## src/rtl/rs_dispatch.sv

```systemverilog
// rs_dispatch: reservation station, oldest-ready dispatch to a shared unit; RS_CDB_BYPASS_EN forwards the CDB into same-cycle dispatch
module rs_dispatch #(
  parameter int RS_DEPTH = 4,
  parameter int ADD_LAT = 2,
  parameter int MUL_LAT = 4,
  parameter int DIV_LAT = 6
) (
  input  logic       clk1,
  input  logic       rst,
  input  logic       issue_v,
  output logic       issue_ready,
  input  logic [3:0] issue_func,
  input  logic [3:0] issue_rd,
  input  logic [2:0] issue_rob,
  input  logic       issue_qj_v,
  input  logic [2:0] issue_qj,
  input  logic [7:0] issue_vj,
  input  logic       issue_qk_v,
  input  logic [2:0] issue_qk,
  input  logic [7:0] issue_vk,
  input  logic       cdb_v,
  input  logic [2:0] cdb_rob,
  input  logic [7:0] cdb_data,
  output logic       exec_b,
  output logic [7:0] rs1_data,
  output logic [7:0] rs2_data,
  output logic [3:0] func,
  output logic [2:0] rob_ind,
  output logic [3:0] rd,
  output logic [3:0] occupancy
);
  localparam int IW = $clog2(RS_DEPTH);
  logic [RS_DEPTH-1:0] val, qj_p, qk_p, hj, hk, rdy;
  logic [2:0] qj [RS_DEPTH];
  logic [2:0] qk [RS_DEPTH];
  logic [7:0] vj [RS_DEPTH];
  logic [7:0] vk [RS_DEPTH];
  logic [3:0] fn [RS_DEPTH];
  logic [3:0] rdr [RS_DEPTH];
  logic [2:0] rb [RS_DEPTH];
  // age = number of older valid entries; the oldest has age 0
  logic [2:0] age [RS_DEPTH];
  logic [7:0] busy;
  logic [3:0] occ;
  logic [IW-1:0] sel, fr;
  logic [2:0] best;
  logic sel_v, disp, iss;
  logic [7:0] dj, dk;
  function automatic logic [7:0] lat_m1(logic [3:0] f);
    return f <= 4'd1 ? 8'(ADD_LAT - 1) : f == 4'd2 ? 8'(MUL_LAT - 1) :
           f == 4'd3 ? 8'(DIV_LAT - 1) : 8'd0;
  endfunction
  assign occupancy = occ;
  assign issue_ready = occ < 4'(RS_DEPTH);
  assign iss = issue_v && issue_ready;
  assign disp = sel_v && busy == 8'd0;
  always_comb begin
    sel_v = 1'b0;
    sel = '0;
    best = '0;
    fr = '0;
    for (int i = 0; i < RS_DEPTH; i++) begin
      hj[i] = val[i] && qj_p[i] && cdb_v && qj[i] == cdb_rob;
      hk[i] = val[i] && qk_p[i] && cdb_v && qk[i] == cdb_rob;
`ifdef RS_CDB_BYPASS_EN
      rdy[i] = val[i] && (!qj_p[i] || hj[i]) && (!qk_p[i] || hk[i]);
`else
      rdy[i] = val[i] && !qj_p[i] && !qk_p[i];
`endif
      if (rdy[i] && (!sel_v || age[i] < best)) begin
        sel_v = 1'b1;
        sel = IW'(i);
        best = age[i];
      end
    end
    for (int i = RS_DEPTH - 1; i >= 0; i--)
      if (!val[i]) fr = IW'(i);
`ifdef RS_CDB_BYPASS_EN
    dj = hj[sel] ? cdb_data : vj[sel];
    dk = hk[sel] ? cdb_data : vk[sel];
`else
    dj = vj[sel];
    dk = vk[sel];
`endif
  end
  always_ff @(posedge clk1) begin
    if (rst) begin
      val <= '0;
      busy <= '0;
      occ <= '0;
      exec_b <= 1'b0;
      rs1_data <= '0;
      rs2_data <= '0;
      func <= '0;
      rob_ind <= '0;
      rd <= '0;
    end else begin
      exec_b <= disp;
      if (disp) begin
        rs1_data <= dj;
        rs2_data <= dk;
        func <= fn[sel];
        rob_ind <= rb[sel];
        rd <= rdr[sel];
        busy <= lat_m1(fn[sel]);
      end else if (busy != 8'd0) begin
        busy <= busy - 8'd1;
      end
      occ <= occ + 4'(iss) - 4'(disp);
      for (int i = 0; i < RS_DEPTH; i++) begin
        if (hj[i]) begin
          vj[i] <= cdb_data;
          qj_p[i] <= 1'b0;
        end
        if (hk[i]) begin
          vk[i] <= cdb_data;
          qk_p[i] <= 1'b0;
        end
        if (disp && sel == IW'(i)) val[i] <= 1'b0;
        if (disp && val[i] && age[i] > best) age[i] <= age[i] - 3'd1;
      end
      if (iss) begin
        val[fr] <= 1'b1;
        fn[fr] <= issue_func;
        rdr[fr] <= issue_rd;
        rb[fr] <= issue_rob;
        qj[fr] <= issue_qj;
        qk[fr] <= issue_qk;
        qj_p[fr] <= issue_qj_v && !(cdb_v && cdb_rob == issue_qj);
        qk_p[fr] <= issue_qk_v && !(cdb_v && cdb_rob == issue_qk);
        vj[fr] <= issue_qj_v ? cdb_data : issue_vj;
        vk[fr] <= issue_qk_v ? cdb_data : issue_vk;
        age[fr] <= 3'(occ - 4'(disp));
      end
    end
  end
endmodule

```

## config.mk

```make
export PLATFORM = sky130hd
export DESIGN_NAME = rs_dispatch
export DESIGN_NICKNAME = d
export VERILOG_FILES = /design/src/rtl/rs_dispatch.sv
export SDC_FILE = /design/constraint.sdc
export NUM_CORES = 1
export LEC_CHECK = 0
export CAP_MARGIN = 20
export CORE_ASPECT_RATIO = 0.9
export CORE_MARGIN = 5
export CORE_UTILIZATION = 40
export DETAILED_ROUTE_END_ITERATION = 7
export GPL_TIMING_DRIVEN = 0
export PLACE_DENSITY = 0.64
export SLEW_MARGIN = 20
export SYNTH_ARGS = -nofsm -noshare
export SYNTH_HDL_FRONTEND = slang
export SYNTH_SLANG_ARGS = --single-unit
```

## constraint.sdc

```tcl
create_clock -name clk1 -period 21 [get_ports clk1]
set_clock_uncertainty 0.1 [all_clocks]
set_input_delay 5.25 -clock clk1 [delete_from_list [all_inputs] [get_ports clk1]]
set_output_delay 5.25 -clock clk1 [all_outputs]
set_load 0.01 [all_outputs]
```

# After elaboration in Yosys (flattened, before gate mapping)
# Memory sizes are Yosys's and may differ from the RTL's. A register that Yosys moved wholly into a read port is not among the register bits.
# Cells that the tools add are included.
[word_totals]
input_bits = 50
mem_bits_rw = 144
mem_count = 8
word_cells = 216
reg_bits = 29
output_inout_bits = 33
[memory_table]
columns = ["memory", "depth", "width", "rd", "rd_clocked_by_memory_dff", "write_ports", "line", "source"]
rows = [
  ["vj", 4, 8, 1, 1, 5, "36", "logic [7:0] vj [RS_DEPTH];"],
  ["vk", 4, 8, 1, 1, 5, "37", "logic [7:0] vk [RS_DEPTH];"],
  ["fn", 4, 4, 1, 0, 1, "38", "logic [3:0] fn [RS_DEPTH];"],
  ["rdr", 4, 4, 1, 1, 1, "39", "logic [3:0] rdr [RS_DEPTH];"],
  ["age", 4, 3, 4, 0, 5, "42", "logic [2:0] age [RS_DEPTH];"],
  ["qj", 4, 3, 4, 0, 1, "34", "logic [2:0] qj [RS_DEPTH];"],
  ["2 more memories", "--", "--", "--", "--", "--", "--", ""],
]
[op_classes]
n_lt_le_gt_ge = 11
add_sub_neg = 8
bitwise = 1
n_reduce_logical = 74
muxes = 92
n_eq_ne = 15
[op_table]
columns = ["operator", "n"]
rows = [
  ["$mux W1", 69],
  ["$logic_and A1 B1 Y1", 54],
  ["$mux W8", 4],
  ["$eq A3 B3 Y1", 10],
  ["$mux W3", 7],
  ["$logic_not A1 Y1", 13],
  ["$gt A3 B3 Y1", 4],
  ["$mux W2", 6],
  ["$mux W4", 3],
  ["$sub A3 B1 Y3 const B", 4],
  ["$lt A3 B3 Y1", 3],
  ["$bwmux W4", 2],
  ["$eq A4 B2 Y1 const B", 2],
  ["$logic_not A8 Y1", 1],
  ["$reduce_bool A8 Y1", 1],
  ["$sub A8 B1 Y8 const B", 1],
  ["$add A4 B1 Y4", 1],
  ["$eq A2 B2 Y1 const B", 2],
  ["$le A4 B1 Y1 const B", 1],
  ["$lt A4 B3 Y1 const B", 1],
  ["$or A4 B4 Y4", 1],
  ["$sub A4 B1 Y4", 1],
  ["$logic_or A1 B1 Y1", 3],
  ["$lt A2 B3 Y1 const B", 1],
  ["other kinds (6)", 6],
]

# Depth between registers and ports, before layout
# Gate-level depths: netlist of the first run.
[depth]
word_depth = 22
depth_mapped = 36
ltp_nobuf = 29

# Worst setup path after synthesis of the first run
# No wires, ideal clock.
[synth_timing]
kind = "input to register"
start = "input port issue_v"
end = "memory vj[2][0] (data pin)"
setup_ps = 260
cell_stages = 5
required_time_ps = 20640
arrival_ps = 6836
slack_ps = 13804
path_buffers = 0
cell_sequence = "nand3_1 -> nor3b_1 -> nand2_1 -> nor2_1 -> mux2_2"
[synth_lines]
columns = ["item", "line", "source"]
rows = [
  ["start, declared", "10", "input logic issue_v,"],
  ["end, declared", "36", ""],
]

==> results of run 1 <==
==> report_power, final <==
part | switching, uW | internal, uW | total [uW]
sequential | 18.6 | 452 | 470
clock | 161 | 168 | 329
combinational | 109 | 84.2 | 193
total | 289 | 704 | 993
==> path summary, 6_finish.rpt <==
path,endpoint,slack [ns],depth (start not counted)
setup / recovery,age[1][2]$_DFFE_PP_,11.35,34
hold / removal,func[2]$_SDFFE_PP0P_,0.39,2
setup reg to reg,age[1][2]$_DFFE_PP_,11.35,34
hold reg to reg,func[2]$_SDFFE_PP0P_,0.39,2
==> flip-flops by register name, indices dropped and copies added (netlist names), 8 cells and up <==
name      count
age          12
busy          8
fn           16
qj           12
qk           12
rb           12
rdr          16
rs1_data      8
rs2_data      8
vj           32
vk           32
==> cells in the mapped netlist, types with 2 or more instances <==
cell       number
or3_1           2
nand2b_1        2
a221oi_1       15
nor4_1          9
a41oi_1         2
xnor2_1        10
a22o_1          8
buf_2           3
a2111oi_0       2
nand2_1        84
a211o_1         2
nor2_1         59
a211oi_1        3
inv_1          32
o2111ai_1       4
nor3b_1         4
a21o_1          3
xor2_1         31
a31o_2         11
nor2b_1         5
edfxtp_1      152
mux2_2         65
a21oi_1        60
mux2i_1        12
nor3_1         11
o31a_1          2
dfxtp_1        44
clkbuf_1       29
o31ai_1         2
o211ai_1        2
buf_1           3
o21ai_0        32
and3_1         16
o21a_1         11
ha_1           30
nand3_1        19
==> worst max-delay path: cells and delay by family (launching register included) <==
family | cells | cell delay [ns]
DFF | 1 | 0.33
AOI/OAI and AO/OA | 13 | 3.12
adders and majority gates | 4 | 1.21
buffers and inverters | 8 | 2.82
muxes | 1 | 0.30
and+or+nand+nor | 8 | 1.47
==> metrics by stage <==
stage | total power [uW] | instances | worst slack [ns] | hold WS [ns]
2_1_floorplan | 595 | 808 | 13.80 | 0.381
3_3_place_gp | 666 | 1186 | 11.75 | 0.367
3_5_place_dp | 670 | 1186 | 11.66 | 0.366
4_1_cts | 994 | 1218 | 11.59 | 0.379
5_1_grt | 1030 | 1218 | 10.69 | 0.393
6_report | 993 | 1218 | 11.35 | 0.385
==> cell type report <==
type	instances	area [um2]
well taps	302	378
fillers	2116	12200
repair buffers	76	761
flip-flops and latches	196	5450
inverters	32	120
clock inverters	14	146
multi-input cells	544	3800
plain buffers	36	146
clock buffers	18	429
==> metal layers <==
metal	vias up	routed length, um
li1	3209	-
met1	3395	12100
met2	280	11800
met3	38	2010
met4	0	425
met5	-	0
==> cell families (layout without fill, tap and decap cells) <==
group	after synthesis	after routing
xor gates and xnor gates	41	41
muxes	77	77
and+or+nand+nor	222	222
adders and majority gates	31	31
AOI/OAI and AO/OA	173	173
DFF	196	196
buffers and inverters	68	176
==> results.toml, run 1 <==
[layout]
layout_common_cells = "edfxtp_1 (152), nand2_1 (84), clkdlybuf4s50_1 (76)"
area_growth_pct = 18.0
antenna_cells = 0
final_common_cell = "edfxtp_1"
post-route-util_pct = 47.9
fin_area_um2 = 11200
fin_nets = 984
drive_gt1_share_pct = 13.1

[timing]
rsz0062_at_grt = "false"
slew_headroom_pct = 24.8
post-route-period-util_pct = 46.0
slew_violations = 0
fin_setup_tns_ns = 0
fmax_mhz = 104
worstMarginPinSlew_ns = 1.13
finalSetupViolations = 0
hold_viol_final = 0
min_period_ns = 9.65

[clock_tree]
post_cts_resized = 0
ctsLongestPathBuffers = 2
cts_max_level = 4
cts_tree = "built"
cts_buffers = 17
clk_latency_ns = 0.45
cts_sinks = 196
cts-hold-fix-buffers = 0
clkTransAtPathRegs_ns = 0.07
root_buffer = "clkbuf_16"
cts_setup_buffers = 0

[detailed_routing]
totalWireLength_um = 26300
dr.pass1.iters = 5
vias_per_cell = 5.68
postRouteAntennaNets = 0
drt_iter0_markers = 723
wire_per_inst_um = 21.6
drc = 0
dr_total_vias = 6922

[synthesis]
yosysUniqueCellTypes = 63
syn-cell-area_um2 = 9510
avgSynthCellArea_um2 = 11.8
synthFlopType = "edfxtp_1"
synth.top_cells.by_area = "edfxtp_1 (48%), dfxtp_1 (9.3%), mux2_2 (7.7%)"
synth_compound_area_share_pct = 12.1
synth_top_area_cell = "edfxtp_1"
synth_top_area_share_pct = 48.0
synth_top_family_by_area = "compound AO/OA/AOI/OAI gates"
yosys.area_share.simple_pct = 10.9
synth_edf_count = 152
synthCells = 808
muxShareOfSynthArea_pct = 8.96
ys_ff_latch = 196
synth_nets = 889
yosys_warnings = 0
synth_xor_area_share_pct = 3.78
yosysSeqAreaShare_pct = 57.3
synth_adder_area_share_pct = 4.16
async_flop_share_pct = 0

[critical_path]
cp-start-kind = "flip-flop"
cpMaxStageDelayCell = "o21ai_0"
startpoint = "val[0]$_SDFF_PP0_"
arrival_ns = 9.72
cp_max_fo = 10
worstSetupPathType = "reg2reg"
crit_top_cell = "clkbuf_1"
worstReg2RegStart = "val[0]$_SDFF_PP0_"
cp.required_ns = 21.06
endpoint_kind = "flip-flop"
slowest_delay_ns = 0.65

[grt]
grt_max_degree = 22
grt.met1_usage_pct = 27.5
grt_pass1_wl_um = 39400
met2_usage_pct = 29.7
top_usage_layer = "met2"
antenna_found_initial = 1
track_usage_pct = 19.2
use_met3_pct = 4.25
grt_pass1_vias = 6592
overflow = 0

[placement]
place_area_um2 = 10600
hpwl_um = 18200
gp_congestion = 0.862
port_buffers = 76

[floorplanning]
die_w_um = 173
rows = 53
ios = 83
coreArea_um2 = 23400
dieArea_um2 = 27000
initial_core_util_pct = 40.6
die_y_um = 156

[power]
ir_drop_mv = 0.0587
leakagePower_uw = 0.00402
p_per_area_nw_per_um2 = 88.4

[worst_hold_path]
hp-class = "reg2reg"
worstHoldStart = "func[2]$_SDFFE_PP0P_"

[flow_run]
max-cap-violations = 0

[run_status]
outcome = "finished, final reports clean"
Note: power is estimated with default switching activity, not from simulation.
==> run 2: changes to the inputs <==
--- a/config.mk
+++ b/config.mk
@@ -11,7 +11,7 @@
 export CORE_UTILIZATION = 40
 export DETAILED_ROUTE_END_ITERATION = 7
 export GPL_TIMING_DRIVEN = 0
-export PLACE_DENSITY = 0.64
+export PLACE_DENSITY = 0.66
 export SLEW_MARGIN = 20
 export SYNTH_ARGS = -nofsm -noshare
 export SYNTH_HDL_FRONTEND = slang
==> constraint.sdc (replaced) <==
create_clock -name clk1 -period 8.75 [get_ports clk1]
set_clock_uncertainty 0.1 [all_clocks]
set_input_delay 2.1875 -clock clk1 [delete_from_list [all_inputs] [get_ports clk1]]
set_output_delay 2.1875 -clock clk1 [all_outputs]
set_load 0.01 [all_outputs]
==> results.toml, run 2 (synthesis gave the netlist of run 1 again) <==
[layout]
post-route-util_pct = 48.0
regArea_um2 = 5450
final_common_cell = "edfxtp_1"
fin_area_um2 = 11200
area_growth_pct = 18.1
drive_gt1_share_pct = 13.8
fillers = 2132
largest_registers = "vj: 32 flops, vk: 32 flops"
layout_common_cells = "edfxtp_1 (152), nand2_1 (84), clkdlybuf4s50_1 (76)"
antenna_cells = 0
fin_nets = 981
multi_input_area_um2 = 3800

[grt]
grt_pass1_vias = 6670
grt_pass1_wl_um = 39400
grt_max_degree = 22
overflow = 0
track_usage_pct = 19.1
antenna_found_initial = 1

[detailed_routing]
dr_total_vias = 6842
drt_iter0_markers = 669
vias_per_cell = 5.63
postRouteAntennaNets = 0
drc = 0
dr.pass1.iters = 5
totalWireLength_um = 26100
wire_per_inst_um = 21.5

[power]
p_total_uw = 2370
leakagePower_uw = 0.00405
p_per_area_nw_per_um2 = 211
ir_drop_mv = 0.165

[clock_tree]
cts_buffers = 17
cts_max_level = 4
post_cts_resized = 5
cts_sinks = 196
clkTransAtPathRegs_ns = 0.07
clk_latency_ns = 0.44
cts_tree = "built"
ctsLongestPathBuffers = 2
cts-hold-fix-buffers = 0
cts_setup_buffers = 0
root_buffer = "clkbuf_16"

[run_status]
outcome = "finished, final reports clean"

[timing]
rsz0062_at_grt = "false"
hold_viol_final = 0
finalSetupViolations = 0
min_period_ns = 8.22
fin_setup_tns_ns = 0
worstMarginPinSlew_ns = 1.06
slew_headroom_pct = 29.2
slew_violations = 0
fmax_mhz = 122
post-route-period-util_pct = 94.0

[flow_run]
max-cap-violations = 0

[floorplanning]
die_y_um = 156
initial_core_util_pct = 40.6
dieArea_um2 = 27000
die_w_um = 173
ios = 83
rows = 53
coreArea_um2 = 23400

[critical_path]
cp.required_ns = 8.81
rrSetupSlack_ns = 0.53
cpMaxStageDelayCell = "edfxtp_1"
slowest_delay_ns = 0.52
cp_max_fo = 10
endpoint_kind = "flip-flop"
crit_family = "compound AO/OA/AOI/OAI gates"
cp-start-kind = "flip-flop"
arrival_ns = 8.28
worstSetupPathType = "reg2reg"
cp_num_buf_inv = 5

[placement]
gp_congestion = 0.893
place_area_um2 = 10600
hpwl_um = 18300
port_buffers = 76

[worst_hold_path]
hp-class = "reg2reg"
[run 2: routing by layer]
metal	track usage (%)	wire length (um)	up-vias
met5	0	0	-
met4	5.36	378	0
met3	3.91	2160	34
met2	30.0	11900	297
met1	27.0	11600	3320
li1	-	-	3191
[run 2: where the power goes]
part | total, uW | switching (uW) | internal [uW] | leakage (uW)
Sequential | 1130 | 43.9 | 1080 | 0.00174
Clock | 787 | 380 | 407 | 0.000289
Combinational | 460 | 258 | 202 | 0.00202
Total | 2370 | 682 | 1690 | 0.00405
[run 2: final cells by class]
cell class	instances	share of cell area (%)
Timing Repair Buffer	76	6.77
Inverter	32	1.07
Clock buffer	18	3.82
Multi-Input combinational cell	544	33.9
Tap cell	302	3.36
Clock inverter	14	1.38
Sequential cell	196	48.5
Buffer	33	1.24
[run 2: path summary, 6_finish.rpt]
| path | startpoint | endpoint | cells past startpoint |
|---|---|---|---|
| setup reg to reg | qj_p[0]$_DFFE_PN_ | age[1][2]$_DFFE_PP_ | 31 |
| setup / recovery | qj_p[0]$_DFFE_PN_ | age[1][2]$_DFFE_PP_ | 31 |
| hold / removal | func[2]$_SDFFE_PP0P_ | func[2]$_SDFFE_PP0P_ | 2 |
| hold reg to reg | func[2]$_SDFFE_PP0P_ | func[2]$_SDFFE_PP0P_ | 2 |
[run 2: metrics by stage]
step / cells / setup slack (ns) / hold slack [ns]
after floorplan: 808 / 1.70 / 0.381
after global placement: 1186 / -0.461 / 0.373
after detailed placement: 1186 / -0.582 / 0.382
after CTS: 1218 / 0.0159 / 0.394
after global routing: 1215 / 0.109 / 0.418
final: 1215 / 0.528 / 0.393
[run 2: worst min-delay path, stage by stage, from the launching register on]
cell,delay [ns]
dfxtp_1,0.33
nand2_1,0.06
a21oi_1,0.06
